[src/rtl/dwt_ctrl.sv]
// dwt_ctrl: block-mode sequencer for one dwt_core instance.
//
// Purpose
//   Paces the core with iclk_ena / iclk_enax2 strobes derived from a pDIV
//   divider and feeds it one block of ilen samples. Samples arrive from the
//   source through a one-entry skid register. The block is followed by
//   pFLUSH zero samples. H/L coefficient pairs are collected on every
//   core ena strobe that carries core oena. Completion is signalled when
//   enough pairs have arrived, or when the DRAIN watchdog expires.
//
// Handshake (idat/ival/ordy)
//   A sample transfers on a rising clock edge where ival && ordy. ordy does
//   not depend on ival. The source must hold idat stable while ival is high
//   and ordy is low.
//
// Ports
//   iclk, irst          clock, asynchronous active-high reset
//   istart, ilen        start pulse and block length (accepted only in IDLE)
//   idat, ival, ordy    sample input handshake
//   ocore_clk_ena       core iclk_ena strobe (divider count == pDIV-1)
//   ocore_clk_enax2     core iclk_enax2 strobe (count == pDIV/2-1 or pDIV-1)
//   ocore_rst           one-cycle clear to the core, the cycle after a start
//   ocore_dat, ocore_ena  sample slot to the core, updated on enax2 strobes
//   icore_oena, icore_datH, icore_datL   core results
//   oena, odatH, odatL  captured coefficient pair (oena is a one-cycle pulse)
//   obusy, odone, oerr  status: not idle, completion pulse, sticky error
//   ounder_cnt          lost FEED slots, saturating (only with the macro below)
//
// Build option
//   DWT_CTRL_UNDERRUN_CNT_EN: adds ounder_cnt[15:0].

module dwt_ctrl #(
  parameter int pWIDTH   = 16,
  parameter int pDIV     = 16,
  parameter int pFLUSH   = 10,
  parameter int pLEN_W   = 16,
  parameter int pTIMEOUT = 64
) (
  input  logic                  iclk,
  input  logic                  irst,
  input  logic                  istart,
  input  logic [pLEN_W-1:0]     ilen,
  input  logic [pWIDTH-1:0]     idat,
  input  logic                  ival,
  output logic                  ordy,
  output logic                  ocore_clk_ena,
  output logic                  ocore_clk_enax2,
  output logic                  ocore_rst,
  output logic [pWIDTH-1:0]     ocore_dat,
  output logic                  ocore_ena,
  input  logic                  icore_oena,
  input  logic [2*pWIDTH-1:0]   icore_datH,
  input  logic [2*pWIDTH-1:0]   icore_datL,
  output logic                  oena,
  output logic [2*pWIDTH-1:0]   odatH,
  output logic [2*pWIDTH-1:0]   odatL,
  output logic                  obusy,
  output logic                  odone,
`ifdef DWT_CTRL_UNDERRUN_CNT_EN
  output logic [15:0]           ounder_cnt,
`endif
  output logic                  oerr
);

  localparam int CW = (pDIV > 1) ? $clog2(pDIV) : 1;
  localparam int FW = $clog2(pFLUSH + 1);
  localparam int TW = $clog2(pTIMEOUT + 1);

  localparam logic [CW-1:0] CNT_LAST = CW'(pDIV - 1);
  localparam logic [CW-1:0] CNT_HALF = CW'(pDIV / 2 - 1);
  localparam logic [FW-1:0] FL_LAST  = FW'(pFLUSH);
  localparam logic [TW-1:0] TO_LAST  = TW'(pTIMEOUT - 1);

  typedef enum logic [2:0] {
    S_IDLE  = 3'd0,
    S_FEED  = 3'd1,
    S_FLUSH = 3'd2,
    S_DRAIN = 3'd3,
    S_DONE  = 3'd4
  } state_t;

  state_t state_q, state_d;

  // Divider and strobes
  logic [CW-1:0] cnt_q, cnt_d;
  logic          ena_q, ena_d;
  logic          x2_q, x2_d;
  logic          core_rst_q;

  // Block bookkeeping
  logic [pLEN_W-1:0] len_q;
  logic [pLEN_W-1:0] fed_q;
  logic [pLEN_W-1:0] fed_inc;
  logic [pLEN_W-1:0] pairs_q;
  logic [FW-1:0]     fl_q;
  logic [TW-1:0]     to_q;
  logic [pLEN_W:0]   pair_target;
  logic              drain_met;
  logic              timeout_hit;

  // Skid entry and core sample slot
  logic [pWIDTH-1:0] ent_q;
  logic              full_q;
  logic              cap;
  logic [pWIDTH-1:0] cdat_q;
  logic              cena_q;

  // Result capture and status
  logic                oena_q;
  logic [2*pWIDTH-1:0] odat_h_q;
  logic [2*pWIDTH-1:0] odat_l_q;
  logic                err_q;
  logic                start_ok;

`ifdef DWT_CTRL_UNDERRUN_CNT_EN
  logic [15:0] under_q;
`endif

  // Only nonzero even lengths can be split into whole H/L pairs.
  assign start_ok = istart && (ilen != '0) && !ilen[0];

  assign fed_inc = fed_q + pLEN_W'(1);

  // Every two samples into the core yield one pair, flush samples included.
  assign pair_target = ({1'b0, len_q} + (pLEN_W + 1)'(pFLUSH)) >> 1;
  assign drain_met   = ({1'b0, pairs_q} >= pair_target);

  assign ordy = (state_q == S_FEED) && !full_q && (fed_q < len_q);
  assign cap  = ival && ordy;

  // ---------------------------------------------------------------------
  // FSM state register
  // ---------------------------------------------------------------------
  always_ff @(posedge iclk or posedge irst) begin
    if (irst) begin
      state_q <= S_IDLE;
    end else begin
      state_q <= state_d;
    end
  end

  // ---------------------------------------------------------------------
  // FSM next state and divider next value
  // ---------------------------------------------------------------------
  always_comb begin
    state_d     = state_q;
    timeout_hit = 1'b0;
    cnt_d       = '0;
    ena_d       = 1'b0;
    x2_d        = 1'b0;

    case (state_q)
      S_IDLE: begin
        if (start_ok) state_d = S_FEED;
      end
      S_FEED: begin
        // Leave on the strobe that hands the last sample to the core.
        if (x2_q && full_q && (fed_inc == len_q)) state_d = S_FLUSH;
      end
      S_FLUSH: begin
        if (x2_q && (fl_q == FL_LAST)) state_d = S_DRAIN;
      end
      S_DRAIN: begin
        if (drain_met) begin
          state_d = S_DONE;
        end else if (ena_q && (to_q == TO_LAST)) begin
          state_d     = S_DONE;
          timeout_hit = 1'b1;
        end
      end
      S_DONE: begin
        state_d = S_IDLE;
      end
      default: begin
        state_d = S_IDLE;
      end
    endcase

    // The divider restarts from 0 on the first busy cycle and parks at 0
    // while idle.
    if ((state_q == S_IDLE) || (state_d == S_IDLE)) begin
      cnt_d = '0;
    end else if (cnt_q == CNT_LAST) begin
      cnt_d = '0;
    end else begin
      cnt_d = cnt_q + CW'(1);
    end

    // Strobes are decoded from the next count so that the registered
    // strobe is high in exactly the cycle the count shows the decoded value.
    ena_d = (state_d != S_IDLE) && (cnt_d == CNT_LAST);
    x2_d  = (state_d != S_IDLE) && ((cnt_d == CNT_HALF) || (cnt_d == CNT_LAST));
  end

  // ---------------------------------------------------------------------
  // Datapath and counters
  // ---------------------------------------------------------------------
  always_ff @(posedge iclk or posedge irst) begin
    if (irst) begin
      cnt_q      <= '0;
      ena_q      <= 1'b0;
      x2_q       <= 1'b0;
      core_rst_q <= 1'b0;
      len_q      <= '0;
      fed_q      <= '0;
      pairs_q    <= '0;
      fl_q       <= '0;
      to_q       <= '0;
      ent_q      <= '0;
      full_q     <= 1'b0;
      cdat_q     <= '0;
      cena_q     <= 1'b0;
      oena_q     <= 1'b0;
      odat_h_q   <= '0;
      odat_l_q   <= '0;
      err_q      <= 1'b0;
`ifdef DWT_CTRL_UNDERRUN_CNT_EN
      under_q    <= '0;
`endif
    end else begin
      cnt_q      <= cnt_d;
      ena_q      <= ena_d;
      x2_q       <= x2_d;
      core_rst_q <= 1'b0;
      oena_q     <= 1'b0;

      if (state_q == S_IDLE) begin
        if (start_ok) begin
          len_q      <= ilen;
          fed_q      <= '0;
          pairs_q    <= '0;
          fl_q       <= '0;
          to_q       <= '0;
          full_q     <= 1'b0;
          cdat_q     <= '0;
          cena_q     <= 1'b0;
          err_q      <= 1'b0;
          core_rst_q <= 1'b1;
`ifdef DWT_CTRL_UNDERRUN_CNT_EN
          under_q    <= '0;
`endif
        end else if (istart) begin
          err_q <= 1'b1;
        end
      end

      // FEED slot: hand the skid entry to the core, or lose the slot.
      if ((state_q == S_FEED) && x2_q) begin
        if (full_q) begin
          cdat_q <= ent_q;
          cena_q <= 1'b1;
          full_q <= 1'b0;
          fed_q  <= fed_inc;
        end else begin
          cena_q <= 1'b0;
          err_q  <= 1'b1;
`ifdef DWT_CTRL_UNDERRUN_CNT_EN
          if (under_q != 16'hFFFF) under_q <= under_q + 16'd1;
`endif
        end
      end

      // Placed after the slot update so a same-cycle refill wins.
      if (cap) begin
        ent_q  <= idat;
        full_q <= 1'b1;
      end

      // FLUSH slots carry zeros; the slot after the last one is idle.
      if ((state_q == S_FLUSH) && x2_q) begin
        cdat_q <= '0;
        if (fl_q == FL_LAST) begin
          cena_q <= 1'b0;
        end else begin
          cena_q <= 1'b1;
          fl_q   <= fl_q + FW'(1);
        end
      end

      if ((state_q == S_DRAIN) && ena_q) begin
        to_q <= to_q + TW'(1);
      end

      if (timeout_hit) begin
        err_q <= 1'b1;
      end

      // Results are valid in the cycle the core is enabled.
      if ((state_q != S_IDLE) && ena_q && icore_oena) begin
        odat_h_q <= icore_datH;
        odat_l_q <= icore_datL;
        oena_q   <= 1'b1;
        pairs_q  <= pairs_q + pLEN_W'(1);
      end
    end
  end

  // ---------------------------------------------------------------------
  // Outputs
  // ---------------------------------------------------------------------
  assign ocore_clk_ena   = ena_q;
  assign ocore_clk_enax2 = x2_q;
  assign ocore_rst       = core_rst_q;
  assign ocore_dat       = cdat_q;
  assign ocore_ena       = cena_q;
  assign oena            = oena_q;
  assign odatH           = odat_h_q;
  assign odatL           = odat_l_q;
  assign obusy           = (state_q != S_IDLE);
  assign odone           = (state_q == S_DONE);
  assign oerr            = err_q;
`ifdef DWT_CTRL_UNDERRUN_CNT_EN
  assign ounder_cnt      = under_q;
`endif

endmodule

[config.mk]
export PLATFORM = sky130hd
export DESIGN_NAME = dwt_ctrl
export DESIGN_NICKNAME = d
export VERILOG_FILES = /design/src/rtl/dwt_ctrl.sv
export SDC_FILE = /design/constraint.sdc
export NUM_CORES = 1
export LEC_CHECK = 0
export CORE_MARGIN = 3
export CORE_UTILIZATION = 35
export CTS_BUF_LIST = sky130_fd_sc_hd__clkbuf_16
export DETAILED_ROUTE_END_ITERATION = 7
export GPL_TIMING_DRIVEN = 0
export SETUP_SLACK_MARGIN = 0.4
export SYNTH_ARGS = -nofsm -noshare
export SYNTH_HDL_FRONTEND = slang
export SYNTH_SLANG_ARGS = --single-unit
[constraint.sdc]
create_clock -name iclk -period 5.3 [get_ports iclk]
set_input_delay 0.795 -clock iclk [delete_from_list [all_inputs] [get_ports iclk]]
set_output_delay 0.795 -clock iclk [all_outputs]
set_load 0.02 [all_outputs]
==> reports/summary.txt <==
Top_reg_cell synth: dfrtp_1
HP Class: register to register
Drc violations: 0
Max IR drop VDD: 0.0002567 V
EDFF count, synth: 0
Synth Area in Adders: 5.841%
Synth Area in Compound Gates: 11.55%
Via count: 7,020
CTS Sinks: 169
Mux cell area share after synthesis: 2.876%
Final nets: 1,239
HP Start: odatH[1]
RePlAce Congestion: 0.8752
Max-Cap Viols: 0
Unique masters post-synth: 62
Cts bufs inserted: 17
Internal power: 2773 uW
Clock network power share: 31.9%
Syn_nets: 1,027
Slew @ Worst Pin: 0.9186 ns
Setup crit start: len_q[7]
Hold_buf cts: 0
Layout cells sized above 1: 6.205%
Combinational share of power: 26.8%
CTS tree: built
RSZ-0062 raised after global routing: no
Kind of critical path: register to output pin
Top layer in use: met4
Fillers: 2,182
Synth Area in XOR/XNOR: 4.523%
Std cell rows: 55
Mapped cell area: 8354 um2
Die width: 160.5 um
Share of the synthesized area in the top cell type: 50.62%
Sw power: 1290 uW
ANT nets after route: 0
FMAX: 265.7 MHz
Lkg Pwr: 0.005184 uW
Place WS: 1.517 ns
Die H: 160.5 um
Max Root-Sink Buffers: 2
Vias in the first global route: 7,015
Synthesis-stage register bit count: 169
Core region area: 23,050 um2
Mean post-synth cell area: 9.419 um2
Met3 wire len: 749 um
Final Non-Filler Cells: 1,425
Power per cell area: 358.6 nW/um2
Seq/Total Area, Yosys: 50.62%
Final WS setup: 1.537 ns
# setup viols final: 0
Crit path DAT: 2.97 ns
Clock-pin slew on the worst setup and hold paths: 0.07 ns
Vias/cell: 4.926
Inst Count DP: 1,393
Worst Path Required: 4.51 ns
Worst R2R Start: len_q[8]
Clock root buffer: clkbuf_16
Gr ovfl total: 0
Pre-Repair DR Iteration Count: 5
Largest net degree at the start of global routing: 39
Net Sw Frac: 31.75%
Async SR Flop Fraction: 100.0%
WL met1: 10,620 um
Post_cts resized: 0
Worst Skew: 0.009444 ns
Synth Instances: 887
Largest family of logic cells by synthesized area: simple AND/OR/NAND/NOR gates
Final Hold Vio Count: 0
Startpoint Class: register
IO Pins: 190
Leading area contributor after synthesis: dfrtp_1
Initial Utilization: 36.24%
Period utilisation layout: 71.00%
CP max FO: 5
Tmin final: 3.763 ns
Clk Latency, worst-skew pair: 0.42 ns
First-pass GRT wire length: 37,960 um
Layout area overhead: 35.63%
DR WL met2: 11,340 um
Post-layout util: 49.15%
Worst setup EP type: output pin
Gr usage total: 18.19%
Detailed placement HPWL: 17,360 um
Number of H-tree levels: 4
Max_slew headroom: 38.53%
Synth Warn #: 0
Port bufs: 189
Final setup TNS: 0 ns
Sequential Power Share: 41.2%
Largest cells by area after synthesis: dfrtp_1, nand2_1, ha_1
Tot Pwr: 4064 uW
Antenna fix cells: 0
Total Routed Length: 23,120 um
DIE AREA: 25,760 um2
DR iter-0 viols: 383
WL per Instance: 16.22 um
Slew Limit Fails: 0
Post-CTS setup buffer count: 0
Initial antenna violation count: 0
Post-Synth Simple-Gate Area: 21.27%
Outcome: finished clean
==> cells in the mapped netlist (3+ instances only) <==
cell type,instances
nand2_1,254
dfrtp_1,169
o21ai_0,70
nand3_1,44
ha_1,39
nor2_1,32
xnor2_1,27
clkbuf_1,25
inv_1,24
a21oi_1,17
a22o_1,16
xor2_1,13
and3_1,11
nand4_1,11
mux2_1,9
nor3_1,9
a21o_1,8
o31ai_1,8
mux2_2,7
buf_2,6
mux2i_1,6
and2_1,5
and4_1,5
buf_1,5
nor4_1,5
o2111ai_1,5
a31oi_1,4
nand2b_1,4
o211ai_1,4
or2_2,4
or3_1,3
==> path summary, 6_finish.rpt <==
kind                         endpoint  slack [ns]  cells after the start
setup reg to reg           state_q[0]        2.07                     11
setup / recovery                 ordy        1.54                      8
hold reg to reg              odatH[1]        0.47                      2
min in group asynchronous   odatH[10]        0.85                      2
hold / removal               odatH[1]        0.47                      2
max in group asynchronous    odatL[3]        3.55                      4
==> power by group through the flow <==
stage	sequential [uW]	clock, uW	combinational [uW]
final	1680	1300	1090
after global routing	1710	1390	1190
after CTS	1680	1340	1100
after detailed placement	1700	0	1090
after global placement	1690	0	1070
after floorplan	1800	0	510
==> logic make-up after synthesis <==
family	count (synthesis)
AO/OA/AOI/OAI	149
XOR/XNOR	41
adder cells (fa/ha/maj)	39
buffers and inverters	66
flip-flops	169
multiplexers	22
AND/OR/NAND/NOR	401
==> registers in the layout (all words and copies together), names as in the netlist, 7 cells and up <==
| register | count |
|---|---|
| odatH | 32 |
| odatL | 32 |
| ent_q | 16 |
| fed_q | 16 |
| len_q | 16 |
| ocore_dat | 16 |
| pairs_q | 16 |
| to_q | 7 |
==> metrics by stage <==
stage	area (um2)	hold slack, ns
after floorplan	8358	0.4454
after global routing	11330	0.4978
after CTS	11330	0.4774
after detailed placement	10720	0.4607
final	11330	0.4740
after global placement	10640	0.4586
==> area by class of cell <==
cell class | count | area, um2 | share of cell area (%)
Sequential cell | 169 | 4229 | 37.32
Multi-Input combinational cell | 652 | 3847 | 33.96
Timing Repair Buffer | 193 | 1972 | 17.40
Clock inverter | 15 | 183.9 | 1.623
Clock buffer | 17 | 425.4 | 3.754
Tap cell | 313 | 391.6 | 3.456
Inverter | 26 | 101.3 | 0.8944
Buffer | 40 | 180.2 | 1.590
==> routing by layer <==
metal / track usage, % / vias up
met2: 30.00 / 146
met5: 0 / -
li1: - / 3471
met4: 4.576 / 0
met1: 25.18 / 3378
met3: 2.760 / 25
==> critical path: stages, from the launching register on <==
cell and delay, ns:
dfrtp_1 0.47, inv_1 0.18, ha_1 0.36, a21o_1 0.18, a21o_1 0.18, a211oi_1 0.25
o2111ai_1 0.20, nand2_1 0.14, clkdlybuf4s50_1 0.61
==> placed cells by master (no fill, tap or decap), drive strengths merged, types with 3 or more instances in the layout <==
cell and n:
a21o 8, a21oi 17, a221oi 3, a22o 16, a31oi 4, and2 6, and3 11, and4 5
buf 19, clkbuf 42, clkdlybuf4s50 189, clkinv 3, clkinvlp 3, dfrtp 169, ha 39, inv 33
mux2 16, mux2i 6, nand2 255, nand2b 4, nand3 44, nand4 12, nor2 33, nor3 11
nor4 6, o2111ai 5, o211ai 4, o21ai 71, o31ai 8, or2 4, or3 3, xnor2 28
xor2 13
Power figures use the tool's default switching activity.
